**config.mk**
```make
export PLATFORM = sky130hd
export DESIGN_NAME = pm_sequencer
export DESIGN_NICKNAME = d
export VERILOG_FILES = /design/src/rtl/pm_sequencer.sv
export SDC_FILE = /design/constraint.sdc
export NUM_CORES = 1
export LEC_CHECK = 0
export CAP_MARGIN = 10
export CORE_ASPECT_RATIO = 0.6
export CORE_MARGIN = 8
export CORE_UTILIZATION = 55
export DETAILED_ROUTE_END_ITERATION = 7
export DONT_BUFFER_PORTS = 1
export PLACE_DENSITY = 0.79
export RECOVER_POWER = 50
export SETUP_SLACK_MARGIN = 0.15
export SYNTH_ARGS = -nofsm -noshare
export SYNTH_HDL_FRONTEND = slang
export SYNTH_SLANG_ARGS = --single-unit
```
**constraint.sdc**
```tcl
create_clock -name clk -period 1.8 [get_ports clk]
set_input_delay 0.36 -clock clk [delete_from_list [all_inputs] [get_ports clk]]
set_output_delay 0.36 -clock clk [all_outputs]
set_load 0.01 [all_outputs]
```
**src/rtl/pm_sequencer.sv**
```systemverilog
// pm_sequencer: picoMIPS filter control sequencer. It owns the PC, the circular sample pointers and the in/out handshakes.
// Latency: a sample accept gives the first EXEC strobe 1 cycle later; N instructions plus END give result_valid N+2 cycles after accept.
// Backpressure: sample_ready is high only in WAIT_IN; result_valid is held until result_ready; stop overrides every handshake.
// Build option: define PM_SEQ_ILLEGAL_TRAP_EN to send illegal opcodes to a TRAP state; by default an illegal opcode runs as a NOP.
module pm_sequencer #(
  parameter int PC_W   = 6,
  parameter int ADDR_W = 5,
  parameter int DATA_W = 8
) (
  input  logic              clk,
  input  logic              nReset,
  input  logic              start,
  input  logic              stop,
  input  logic              sample_valid,
  output logic              sample_ready,
  output logic [PC_W-1:0]   pc,
  input  logic [5:0]        opcode,
  input  logic [4:0]        offset,
  input  logic [4:0]        imm,
  output logic              sample_we,
  output logic [ADDR_W-1:0] sample_waddr,
  output logic [ADDR_W-1:0] sample_raddr,
  output logic [4:0]        coef_addr,
  output logic              acc_clr,
  output logic              mac_en,
  output logic              acc_wr,
  output logic              result_valid,
  input  logic              result_ready,
  output logic              err
);

  // Samples and results flow through the memories and the MAC; this block only carries the width.
  if (DATA_W < 1) begin : g_bad_data_w
    $error("pm_sequencer: DATA_W must be at least 1");
  end

  localparam logic [5:0]      OP_NOP  = 6'b000000;
  localparam logic [5:0]      OP_MUL  = 6'b000001;
  localparam logic [5:0]      OP_ADD  = 6'b000010;
  localparam logic [5:0]      OP_END  = 6'b111111;
  localparam logic [PC_W-1:0] PC_LAST = '1;

  typedef enum logic [2:0] {
    S_IDLE,
    S_WAIT_IN,
    S_EXEC,
`ifdef PM_SEQ_ILLEGAL_TRAP_EN
    S_TRAP,
`endif
    S_OUT
  } state_t;

  state_t state, next_state;

  logic [ADDR_W-1:0] wr_ptr, cur_i, off_ext;
  logic is_mul, is_add, is_end, illegal, pc_last;

  assign is_mul  = (opcode == OP_MUL);
  assign is_add  = (opcode == OP_ADD);
  assign is_end  = (opcode == OP_END);
  assign illegal = !(is_mul || is_add || is_end || (opcode == OP_NOP));
  assign pc_last = (pc == PC_LAST);

  // Offsets are signed, so the buffer read address wraps in both directions.
  assign off_ext      = ADDR_W'(signed'(offset));
  assign sample_waddr = wr_ptr;

  // State register
  always_ff @(posedge clk or negedge nReset) begin
    if (!nReset) state <= S_IDLE;
    else         state <= next_state;
  end

  // Next-state logic; stop beats every handshake in the same cycle
  always_comb begin
    next_state = state;
    if (stop) begin
      next_state = S_IDLE;
    end else begin
      case (state)
        S_IDLE:    if (start) next_state = S_WAIT_IN;
        S_WAIT_IN: if (sample_valid) next_state = S_EXEC;
        S_EXEC: begin
`ifdef PM_SEQ_ILLEGAL_TRAP_EN
          if (illegal)                next_state = S_TRAP;
          else if (is_end || pc_last) next_state = S_OUT;
`else
          if (is_end || pc_last) next_state = S_OUT;
`endif
        end
        S_OUT:     if (result_ready) next_state = S_WAIT_IN;
`ifdef PM_SEQ_ILLEGAL_TRAP_EN
        S_TRAP:    next_state = S_TRAP;
`endif
        default:   next_state = S_IDLE;
      endcase
    end
  end

  // PC, buffer pointers and the sticky error flag
  always_ff @(posedge clk or negedge nReset) begin
    if (!nReset) begin
      pc     <= '0;
      wr_ptr <= '0;
      cur_i  <= '0;
      err    <= 1'b0;
    end else if (stop) begin
      pc <= '0;
    end else begin
      case (state)
        S_WAIT_IN: begin
          if (sample_valid) begin
            cur_i  <= wr_ptr;
            wr_ptr <= wr_ptr + ADDR_W'(1);
            pc     <= '0;
          end
        end
        S_EXEC: begin
          // A non-END instruction in the last ROM slot is an overrun: it still runs, but the PC holds.
          if (illegal || (pc_last && !is_end)) err <= 1'b1;
`ifdef PM_SEQ_ILLEGAL_TRAP_EN
          if (!is_end && !pc_last && !illegal) pc <= pc + PC_W'(1);
`else
          if (!is_end && !pc_last) pc <= pc + PC_W'(1);
`endif
        end
        default: ;
      endcase
    end
  end

  // Output decode: the strobes come from the state and the current opcode
  always_comb begin
    sample_ready = 1'b0;
    sample_we    = 1'b0;
    acc_clr      = 1'b0;
    mac_en       = 1'b0;
    acc_wr       = 1'b0;
    result_valid = 1'b0;
    sample_raddr = '0;
    coef_addr    = '0;
    case (state)
      S_WAIT_IN: begin
        sample_ready = !stop;
        sample_we    = sample_valid && !stop;
        acc_clr      = sample_valid && !stop;
      end
      S_EXEC: begin
        mac_en       = is_mul;
        acc_wr       = is_add;
        sample_raddr = cur_i + off_ext;
        coef_addr    = imm;
      end
      S_OUT:   result_valid = 1'b1;
      default: ;
    endcase
  end

endmodule
```
# --- Word level (Yosys, flattened, before mapping) ---
# Cells that the tools add are included.
word_totals:
  output_inout_bits: 28
  regBits: 20
  elab_cells: 57
  in_bits: 22
op_classes:
  muxes: 17
  n_bitwise: 1
  reduce_logical: 19
  n_addsub: 3
  n_eq_ne: 12
op_table:
  columns: ["op", "n"]
  rows:
  - ["2-to-1 mux 6 bit", 3]
  - ["2-to-1 mux 3 bit", 5]
  - ["!= test 3 bit (second input constant)", 5]
  - ["== test 6 bit (second input constant)", 2]
  - ["one-hot mux 3 bit (4 select lines)", 1]
  - ["one-hot mux 6 bit (2 select lines)", 1]
  - ["2-to-1 mux 5 bit", 2]
  - ["AND reduction 3 bit", 3]
  - ["adder 6 x 1 -> 6 bit (second input constant)", 1]
  - ["== test 3 x 2 -> 1 bit (second input constant)", 2]
  - ["== test 6 x 1 -> 1 bit (second input constant)", 1]
  - ["== test 6 x 2 -> 1 bit (second input constant)", 1]
  - ["logical NOT 6 bit", 1]
  - ["adder 5 x 1 -> 5 bit (second input constant)", 1]
  - ["adder 5 bit", 1]
  - ["logical OR 1 bit", 5]
  - ["2-to-1 mux 1 bit", 5]
  - ["logical NOT 1 bit", 4]
  - ["AND reduction 4 bit", 1]
  - ["== test 3 x 1 -> 1 bit (second input constant)", 1]
  - ["logical AND 1 bit", 3]
  - ["logical NOT 3 bit", 1]
  - ["nonzero test 3 bit", 1]
  - ["NOT 1 bit", 1]

# --- Longest topological paths before layout ---
logic_depth:
  ltp_word: 7
  ltp_mapped: 7
  ltp_nobuf: 7

# --- Least setup slack after synthesis ---
# Ideal clock, no wire load.
synth_path:
  path_type: "input port to output port"
  start: "input offset[0]"
  end: "output sample_raddr[4]"
  path_stages: 7
  t_arrival_ns: 1.550
  path_slack_ns: -0.110
  required_time_ns: 1.440
  cell_sequence: "ha_1 inv_1 fa_1 nor2b_1 o21ai_0 a21o_1 a21oi_1"
synth_via:
  elab_chain_len: 2
synth_lines:
  columns: ["item", "line_no", "rtl"]
  rows:
  - ["from (decl)", "18", "input logic [4:0] offset,"]
  - ["adder 5 bit", "151", "sample_raddr = cur_i + off_ext;"]
  - ["2-to-1 mux 5 bit", "142", "case (state)"]
  - ["to (decl)", "22", "output logic [ADDR_W-1:0] sample_raddr,"]
# Every way passes these cells.

# --- Final worst setup path ---
layout_path:
  start: "register cur_i[0]"
  end: "output sample_raddr[4]"
layout_via:
  elab_chain_len: 2
layout_lines:
  columns: ["item", "line_no", "rtl"]
  rows:
  - ["from (decl)", "55", "logic [ADDR_W-1:0] wr_ptr, cur_i, off_ext;"]
  - ["from (signal assigned)", "113", "cur_i <= wr_ptr;"]
  - ["adder 5 bit", "151", null]
  - ["2-to-1 mux 5 bit", "142", null]
# Every way passes these cells.

==> flow_metrics.env <==
export IMPL_status="finished, violations left"
export IMPL_violations="negative setup slack"
export IMPL_arrival_ns=1.81
export IMPL_cts_buffers=3
export IMPL_cp_data_required_time_ns=1.44
export IMPL_grt_total_usage_pct=17.8
export IMPL_crit_path_end_kind="output pin"
export IMPL_clock_skew_ns=0.00572
export IMPL_routabilityCongestion=0.809
export IMPL_wire_per_inst_um=22.6
export IMPL_combPwrFrac_pct=54.4
export IMPL_swShare_pct=38.8
export IMPL_fillCellCount=103
export IMPL_firstDrtPassIters=4
export IMPL_crit_type="reg -> out"
export IMPL_period_share_pct=120
export IMPL_fin_crit_ns=2.17
export IMPL_hold_class="in -> reg"
export IMPL_setup_ws_ns=-0.368
export IMPL_slew_headroom_pct=42.3
export IMPL_layout_drive_gt1_share_pct=56.6
export IMPL_wl_mm=4.26
export IMPL_crit_fanout=2
export IMPL_cap_violations=0
export IMPL_yosysSeqAreaShare_pct=38.7
export IMPL_critPathLaunchType="flip-flop"
export IMPL_die_w_um=77.1
export IMPL_hpwlAfterDp_mm=2.44
export IMPL_intPower_mw=1.39
export IMPL_setup_violations_final=4
export IMPL_synthArstFlopShare_pct=100
export IMPL_synth_area_top_cells="dfrtp_1, ha_1, mux2_2, and2_1, nand2b_1"
export IMPL_syn_nets=159
export IMPL_synth_top_area_share_pct=38.7
export IMPL_syn_cell_area_mm2=0.00123
export IMPL_grt_pass1_wl_mm=5.68
export IMPL_area_delta_synth_final_pct=51.0
export IMPL_whs_path_depth=1
export IMPL_detail_route_antenna_nets=0
export IMPL_h_tree_depth=1
export IMPL_ys_flop_type="dfrtp_1"
export IMPL_ios=50
export IMPL_overflow=0
export IMPL_hold_viol_final=0
export IMPL_diodes=0
export IMPL_stdcell_count=189
export IMPL_reg2reg_depth=9
export IMPL_tns_ns=-0.883
export IMPL_pwr_density_cell_mw_per_mm2=1220
export IMPL_cts_root_buf="clkbuf_8"
export IMPL_die_area_mm2=0.00406
export IMPL_p_leak_nw=0.797
export IMPL_synthDistinctLibCells=34
export IMPL_cts_sinks=19
export IMPL_die_height_um=52.6
export IMPL_yosysMostFrequentCell="dfrtp_1"
export IMPL_tightest_slew_ns=0.863
export IMPL_via_count=1146
export IMPL_seq_power_share_pct=32.3
export IMPL_synthCells=126
export IMPL_clkTransAtPathRegs_ns=0.08
export IMPL_drt_vias_per_instance=6.06
export IMPL_yosysTopAreaCell="dfrtp_1"
export IMPL_cts_path_max_buffers=2
export IMPL_core_mm2=0.00215
export IMPL_numPortBuffers=0
export IMPL_cts_tree="yes"
export IMPL_drt_iter0_drc=77
export IMPL_clk_latency_ns=0.26
export IMPL_irDropWorstVdd_v=0.000891
export IMPL_synth_edf_count=0
export IMPL_dpl_cell_count=163
export IMPL_ys_ff_latch=19
export IMPL_fmax_mhz=461
export IMPL_fin_nets=193
export IMPL_synth_warnings=0
export IMPL_slew_violations=0
export IMPL_antenna_found_initial=0
export IMPL_synth_area_per_cell_um2=9.76
export IMPL_drcViolationCount=0
export IMPL_regToRegSetupSlack_ns=0.08
export IMPL_power_switching_mw=0.882
export IMPL_pwr_share_clk_pct=13.3
export IMPL_initial_core_util_pct=57.3
export IMPL_synthTopCellsByCount="dfrtp_1, ha_1, inv_1, nand2_1, and2_1"
export IMPL_rsz0062_at_grt="yes"
export IMPL_grt_pass1_vias=1115
export IMPL_num_rows=13
export IMPL_grt_max_degree=20
power by group through the flow:
stage                     clock (mW)  sequential [mW]  combinational [mW]
after CTS                      0.299            0.715               0.877
after global routing           0.322            0.746                1.32
final                          0.303            0.734                1.23
after floorplan                    0            0.675               0.472
after detailed placement           0            0.711               0.638
after global placement             0            0.701               0.596
worst max-delay path, stage by stage (launching register included):
cell	delay [ns]
dfrtp_1	0.41
ha_4	0.16
inv_2	0.04
fa_2	0.37
nor2b_4	0.14
o21ai_2	0.06
a21o_1	0.18
a21oi_2	0.19
flip-flops by register name (all words and copies together), names as in the netlist:
| name | flops |
|---|---|
| err | 1 |
| sample_waddr | 5 |
| cur_i | 5 |
| state | 2 |
| pc | 6 |
logic make-up (layout without fill, tap and decap cells):
family,after synthesis,count (layout),share of synthesized area [%]
and+or+nand+nor,48,48,22.5
AOI/OAI and AO/OA,22,22,11.3
DFF,19,19,38.7
buffers and inverters,12,45,4.58
adders and majority gates,11,11,11.8
xor gates and xnor gates,7,7,4.98
muxes,7,7,6.21
routing by layer:
metal	vias to the layer above	track usage (%)	wire length, um
met5	-	0	0
li1	509	-	-
met3	12	7.36	355
met1	575	18.8	1650
met4	0	4.35	106
met2	50	32.8	2150
area by class of cell:
class	count	area, um^2	share of cell area [%]
Clock buffer	3	41.3	2.22
Tap cell	30	37.5	2.02
Clock inverter	1	5.00	0.270
Sequential cell	19	479	25.8
Timing Repair Buffer	32	313	16.8
Inverter	9	37.5	2.02
Multi-Input combinational cell	95	943	50.8
per-stage QoR:
stage	power [mW]	hold WS [ns]	area [um^2]	utilization, %	worst slack (ns)
5_1_grt	2.38	0.131	1860	86.5	-0.450
3_5_place_dp	1.35	0.0649	1360	63.3	-0.0869
6_report	2.27	0.143	1860	86.5	-0.368
4_1_cts	1.89	0.160	1630	75.9	-0.352
3_3_place_gp	1.30	0.0651	1360	63.3	-0.0227
2_1_floorplan	1.15	0.0644	1260	-	0.0251
worst paths after layout:
| kind | start | to |
|---|---|---|
| setup / recovery | cur_i[0] | sample_raddr[4] |
| hold / removal | stop | state[0] |
| setup reg to reg | state[0] | pc[2] |
| hold reg to reg | cur_i[2] | cur_i[2] |
| max in group asynchronous | nReset | state[0] |
| min in group asynchronous | nReset | state[1] |
timing repair:
item,in CTS,in global routing
setup buffers,8,12
gates resized for setup,33,31
endpoints found under the setup margin,24,28
cloned,1,0
pin swaps,15,19
hold buffers,1,0
hold endpoints to repair,19,0
cells in the final DEF (no fill, tap or decap), types with 4 or more instances in the layout:
master	count
buf_4	19
dfrtp_1	16
buf_6	10
and2_4	6
nand3_1	6
ha_4	6
inv_1	5
nand2_1	5
mux2_2	5
xnor2_1	4
a31oi_1	4
nand2b_1	4
Note: power is estimated with default switching activity, not from simulation.
